## config.mk

```make
export PLATFORM = sky130hd
export DESIGN_NAME = regfile_sb
export DESIGN_NICKNAME = d
export VERILOG_FILES = /design/src/rtl/regfile_pkg.sv /design/src/rtl/regfile_sb_scoreboard.sv /design/src/rtl/regfile_sb.sv
export SDC_FILE = /design/constraint.sdc
export NUM_CORES = 2
export LEC_CHECK = 0
export CORE_UTILIZATION = 64
export CTS_BUF_LIST = sky130_fd_sc_hd__clkbuf_4 sky130_fd_sc_hd__clkbuf_8
export DETAILED_ROUTE_END_ITERATION = 12
export GPL_TIMING_DRIVEN = 0
export PLACE_DENSITY = 0.88
export SLEW_MARGIN = 20
export SYNTH_ARGS = -nofsm -noshare
export SYNTH_HDL_FRONTEND = slang
export SYNTH_SLANG_ARGS = --single-unit
```

## constraint.sdc

```tcl
create_clock -name clk -period 9.38 [get_ports clk]
set_input_delay 1.876 -clock clk [delete_from_list [all_inputs] [get_ports clk]]
set_output_delay 1.876 -clock clk [all_outputs]
set_load 0.1 [all_outputs]
```

## src/rtl/regfile_pkg.sv

```systemverilog
`default_nettype none
// ============================================================================
// Module      : regfile_pkg
// Description : Shared defaults and register-address type for the
//               scoreboarded register file.
// Revision    : 1.0 - initial release
// ============================================================================
package regfile_pkg;

    localparam int XLEN_DEFAULT  = 32;
    localparam int NREGS_DEFAULT = 32;
    localparam int AW_DEFAULT    = $clog2(NREGS_DEFAULT);

    typedef logic [AW_DEFAULT-1:0] reg_addr_t;

endpackage
`default_nettype wire

```

## src/rtl/regfile_sb_scoreboard.sv

```systemverilog
`default_nettype none
// ============================================================================
// Module      : regfile_sb_scoreboard
// Description : Pending-write (busy) tracking for the register file.
//               Holds the busy bit-vector, WAW issue stall and a registered
//               population count of busy bits.
//               Optional macro REGFILE_BYPASS_EN: a same-cycle writeback
//               hides the busy bit from the read ports and lets an issue to
//               that register through.
// Revision    : 1.0 - initial release
// ============================================================================
module regfile_sb_scoreboard import regfile_pkg::*; #(
    parameter int NREGS = NREGS_DEFAULT,
    parameter int AW    = $clog2(NREGS)
) (
    input  logic          clk,
    input  logic          rst,
    input  logic [AW-1:0] ra1,
    input  logic [AW-1:0] ra2,
    input  logic          we,
    input  logic [AW-1:0] wa,
    input  logic          iss_valid,
    input  logic [AW-1:0] iss_rd,
    output logic          busy1,
    output logic          busy2,
    output logic          iss_ready,
    output logic [AW:0]   busy_cnt
);

    localparam logic [AW:0] CNT_ONE = {{AW{1'b0}}, 1'b1};

    logic [NREGS-1:0] busy;
    logic [NREGS-1:0] busy_nxt;
    logic             set_eff;
    logic             clr_eff;
    logic             cnt_inc;
    logic             cnt_dec;

    // Issue acceptance, effective set/clear and next busy vector
    always_comb begin
        busy_nxt = busy;
`ifdef REGFILE_BYPASS_EN
        iss_ready = !((iss_rd != '0) && busy[iss_rd] && !(we && (wa == iss_rd)));
`else
        iss_ready = !((iss_rd != '0) && busy[iss_rd]);
`endif
        set_eff = iss_valid && iss_ready && (iss_rd != '0);
        clr_eff = we && (wa != '0) && busy[wa];
        // Count tracks actual 0->1 and 1->0 transitions so it stays equal
        // to the popcount; a set on the register being cleared wins.
        cnt_inc = set_eff && !busy[iss_rd];
        cnt_dec = clr_eff && !(set_eff && (iss_rd == wa));
        if (clr_eff) busy_nxt[wa] = 1'b0;
        if (set_eff) busy_nxt[iss_rd] = 1'b1;
        busy_nxt[0] = 1'b0;
    end

    // Busy vector and its counter
    always_ff @(posedge clk) begin
        if (rst) begin
            busy     <= '0;
            busy_cnt <= '0;
        end else begin
            busy <= busy_nxt;
            if (cnt_inc && !cnt_dec)
                busy_cnt <= busy_cnt + CNT_ONE;
            else if (cnt_dec && !cnt_inc)
                busy_cnt <= busy_cnt - CNT_ONE;
        end
    end

    // Busy status seen by the read ports
    always_comb begin
        busy1 = busy[ra1];
        busy2 = busy[ra2];
`ifdef REGFILE_BYPASS_EN
        if (we && (wa == ra1)) busy1 = 1'b0;
        if (we && (wa == ra2)) busy2 = 1'b0;
`endif
    end

endmodule
`default_nettype wire

```

## src/rtl/regfile_sb.sv

```systemverilog
`default_nettype none
// ============================================================================
// Module      : regfile_sb
// Description : Two-read, one-write register file with x0 hardwired to zero
//               and a busy scoreboard for in-flight destinations.
//               Optional macro REGFILE_BYPASS_EN: forwards writeback data to
//               a matching read port in the same cycle.
// Revision    : 1.0 - initial release
// ============================================================================
module regfile_sb import regfile_pkg::*; #(
    parameter  int XLEN  = XLEN_DEFAULT,
    parameter  int NREGS = NREGS_DEFAULT,
    localparam int AW    = $clog2(NREGS)
) (
    input  logic            clk,
    input  logic            rst,
    input  logic [AW-1:0]   ra1,
    input  logic [AW-1:0]   ra2,
    output logic [XLEN-1:0] rd1,
    output logic [XLEN-1:0] rd2,
    output logic            busy1,
    output logic            busy2,
    input  logic            we,
    input  logic [AW-1:0]   wa,
    input  logic [XLEN-1:0] wd,
    input  logic            iss_valid,
    input  logic [AW-1:0]   iss_rd,
    output logic            iss_ready,
    output logic [AW:0]     busy_cnt
);

    logic [XLEN-1:0] regs [NREGS];

    // Data array: register 0 is never written, so it stays zero
    always_ff @(posedge clk) begin
        if (rst) begin
            for (int i = 0; i < NREGS; i++) regs[i] <= '0;
        end else if (we && (wa != '0)) begin
            regs[wa] <= wd;
        end
    end

    // Read muxes with x0 forced to zero
    always_comb begin
        rd1 = (ra1 == '0) ? '0 : regs[ra1];
        rd2 = (ra2 == '0) ? '0 : regs[ra2];
`ifdef REGFILE_BYPASS_EN
        if (we && (wa == ra1) && (ra1 != '0)) rd1 = wd;
        if (we && (wa == ra2) && (ra2 != '0)) rd2 = wd;
`endif
    end

    regfile_sb_scoreboard #(
        .NREGS (NREGS),
        .AW    (AW)
    ) u_scoreboard (
        .clk       (clk),
        .rst       (rst),
        .ra1       (ra1),
        .ra2       (ra2),
        .we        (we),
        .wa        (wa),
        .iss_valid (iss_valid),
        .iss_rd    (iss_rd),
        .busy1     (busy1),
        .busy2     (busy2),
        .iss_ready (iss_ready),
        .busy_cnt  (busy_cnt)
    );

endmodule
`default_nettype wire

```

==> results.ini <==
[setup_path]
cp_data_required_time_ns=7.50
slowest_stage=clkdlybuf4s50_1
worstSetupPathType=input pin to output pin
max_stage_delay_ns=1.06
cpLargestDelayFamily=buffers and inverters
start_kind=input pin
worst_path_most_repeated_cell=mux4_2
crit_chain=buf_2, clkbuf_1, buf_1, mux4_2, mux4_2, nand2_1, o21ai_1, clkdlybuf4s50_1
critPathCaptureType=output pin
arrival_ns=6.29
cp_max_fo=10
critPathBufInv=4

[final_layout]
multi_input_area_mm2=0.02397
utilization_pct=72.79
regArea_mm2=0.03149
area_growth_pct=12.73
fillerInstances=5004
drive_above_1_share_pct=27.38
nNetsFinal=3994

[clock_network]
worstSkewPairLatency_ns=0.85
cts_buffer_depth=3
cts_tree=built
cts_resized=0
cts_made_buffers=165
post_cts_buffers=0
clk_pin_slew_ns=0.06
clk_root_buffer_cell=clkbuf_8
cts.sinks=1061
cts_htree_levels=4
ctsHoldBuffers=0

[floorplanning]
die_x_um=300.6
ioPinCount=129
num_rows=109
dieArea_mm2=0.09036
start_util_pct=64.57
fp.dieH_um=300.6
core_area_mm2=0.08837

[synthesis]
synth_ff_type=edfxtp_1
netlist_area_mm2=0.05706
ys_types=58
yosysMostFrequentCell=edfxtp_1
yosys-top-cells-area=edfxtp_1 54%, mux4_2 26%, and2_1 11%
netlist.area_leader.share_pct=53.89
syn_inst=3583
async_flop_share_pct=0
ys_ff_latch=1061
ys.warnings.count=0
synth.yosys.seq_area_share_pct=55.18
synth_edf_count=1024
synth_common_cells=1,024 x edfxtp_1, 992 x and2_1, 665 x mux4_2, 271 x clkbuf_1, 84 x nand2_1
yosysTopAreaCell=edfxtp_1
synth.avg_cell_area_um2=15.93

[power]
vdd_drop_max_mv=0.1449
power_leakage_nw=21.93
power_per_cell_area_mw_per_mm2=179.6
p_total_mw=11.55

[timing]
period_minus_slack_ns=8.162
tns_ns=0
hold_viol=0
fin_crit_sh_pct=87.01
drv_slew=0
layout_setup_ws_ns=1.218
worst_pin_slew_ns=1.228
setup-violations-final=0
rsz0062_at_grt=no
slew_headroom_pct=18.16
fin_skew_ns=0.01353
fmax_ghz=0.1225

[route]
num_vias=37230
drc=0
routed_wirelength_mm=170.9
wire_per_inst_um=32.67
dr.pass1.iters=8
via_per_inst=7.118
ant_nets=0
drt_iter0_drc=5961

[place]
finalWeightedCongestion=0.9916
place_ws_ns=1.306
hpwl_mm=130.4
port_buffers=115

[global_routing]
antenna_found_initial=11
grt_pass1_vias=37240
gr-total-overflow=0
grt_max_degree=27
grtUsageTotal_pct=38.19
grt_pass1_wl_mm=244.2

[status]
outcome=completed

[min_path]
hold_class=flop to flop

[job]
drv_cap=0

layer usage:
layer | global-route usage [%] | vias to the layer above | wire [um]
met5 | 0.6878 | - | 150
met4 | 17.13 | 12 | 8682
met3 | 12.62 | 523 | 27880
met2 | 57.91 | 3541 | 78600
met1 | 50.92 | 18650 | 55550
li1 | - | 14500 | -
flip-flops by register name, summed over array words and instances (netlist names):
register,count
u_scoreboard.busy,31
u_scoreboard.busy_cnt,6
regs,1024
cells in the final DEF, fill, tap and decap left out, types with 7 or more instances in the layout:
master           count
clkinv_1            37
o22ai_1              7
a211oi_1            14
edfxtp_1          1024
clkinvlp_4           9
buf_4               32
nor2_1              43
a21oi_1             29
buf_6               22
diode_2              7
clkbuf_4            51
clkinv_2            15
nand3_1              8
conb_1              32
mux2i_1             16
clkdlybuf4s50_1    115
buf_2               39
mux4_2             665
and2_1             992
inv_1               77
o21ai_1             70
clkbuf_2             9
dfxtp_1             37
buf_16              31
buf_1               27
clkbuf_1           262
clkbuf_8           169
o21ai_4             31
nand2_1             84
power by group:
| part | switching (mW) | internal [mW] | total, mW | leakage (nW) |
|---|---|---|---|---|
| logic | 1.26 | 0.755 | 2.01 | 10.2 |
| clock network | 1.90 | 2.03 | 3.93 | 1.68 |
| registers | 0.157 | 5.46 | 5.61 | 10.0 |
through the flow:
| stage | cell area [um2] | instances | hold WS [ns] |
|---|---|---|---|
| floorplan | 57180 | 3614 | 0.4765 |
| global placement | 59790 | 4894 | 0.4877 |
| detailed placement | 61060 | 4929 | 0.4883 |
| CTS | 64300 | 5222 | 0.4995 |
| global route | 64320 | 5225 | 0.5270 |
| finish | 64330 | 5230 | 0.4987 |
path summary, 6_finish.rpt:
| check | start | endpoint | cells after the start | slack, ns |
|---|---|---|---|---|
| worst min-delay path | u_scoreboard.busy_cnt[2] | u_scoreboard.busy_cnt[2] | 2 | 0.50 |
| worst max-delay path | ra1[1] | rd1[5] | 8 | 1.22 |
| worst min register to register | u_scoreboard.busy_cnt[2] | u_scoreboard.busy_cnt[2] | 2 | 0.50 |
| worst max register to register | u_scoreboard.busy[14] | u_scoreboard.busy_cnt[5] | 15 | 5.70 |
worst reg2reg max path, cell delays in order, from the launching register on:
cell	delay [ns]
dfxtp_1	0.37
mux2i_1	0.32
o22ai_1	0.13
nor4_1	0.34
o221a_2	0.30
buf_6	0.18
nand2b_1	0.18
ha_1	0.30
inv_1	0.14
ha_1	0.31
a21o_1	0.19
a21o_1	0.21
a211o_1	0.29
o211ai_1	0.11
xnor2_1	0.14
nor2_1	0.05
logic make-up after synthesis:
family	count (synthesis)	synth area share, %
flops	1061	55.18
compound gates	188	1.976
fa+ha+maj	6	0.1447
mux	686	26.63
xor+xnor	5	0.07676
buf+inv	466	3.653
simple gates	1170	12.33
other cells	1	0.006572
cell type report:
class                      instances  area share (%)
inverter                          77          0.4493
tap                             1165           2.266
sequential                      1061           48.95
clock inverter                    73          0.8169
antenna                            7         0.02723
timing repair buffer             151           3.211
clock buffer                     220           4.211
buffer                           389           2.809
multi-input combinational       2087           37.26
No activity file was read; power rests on OpenSTA's default activity.
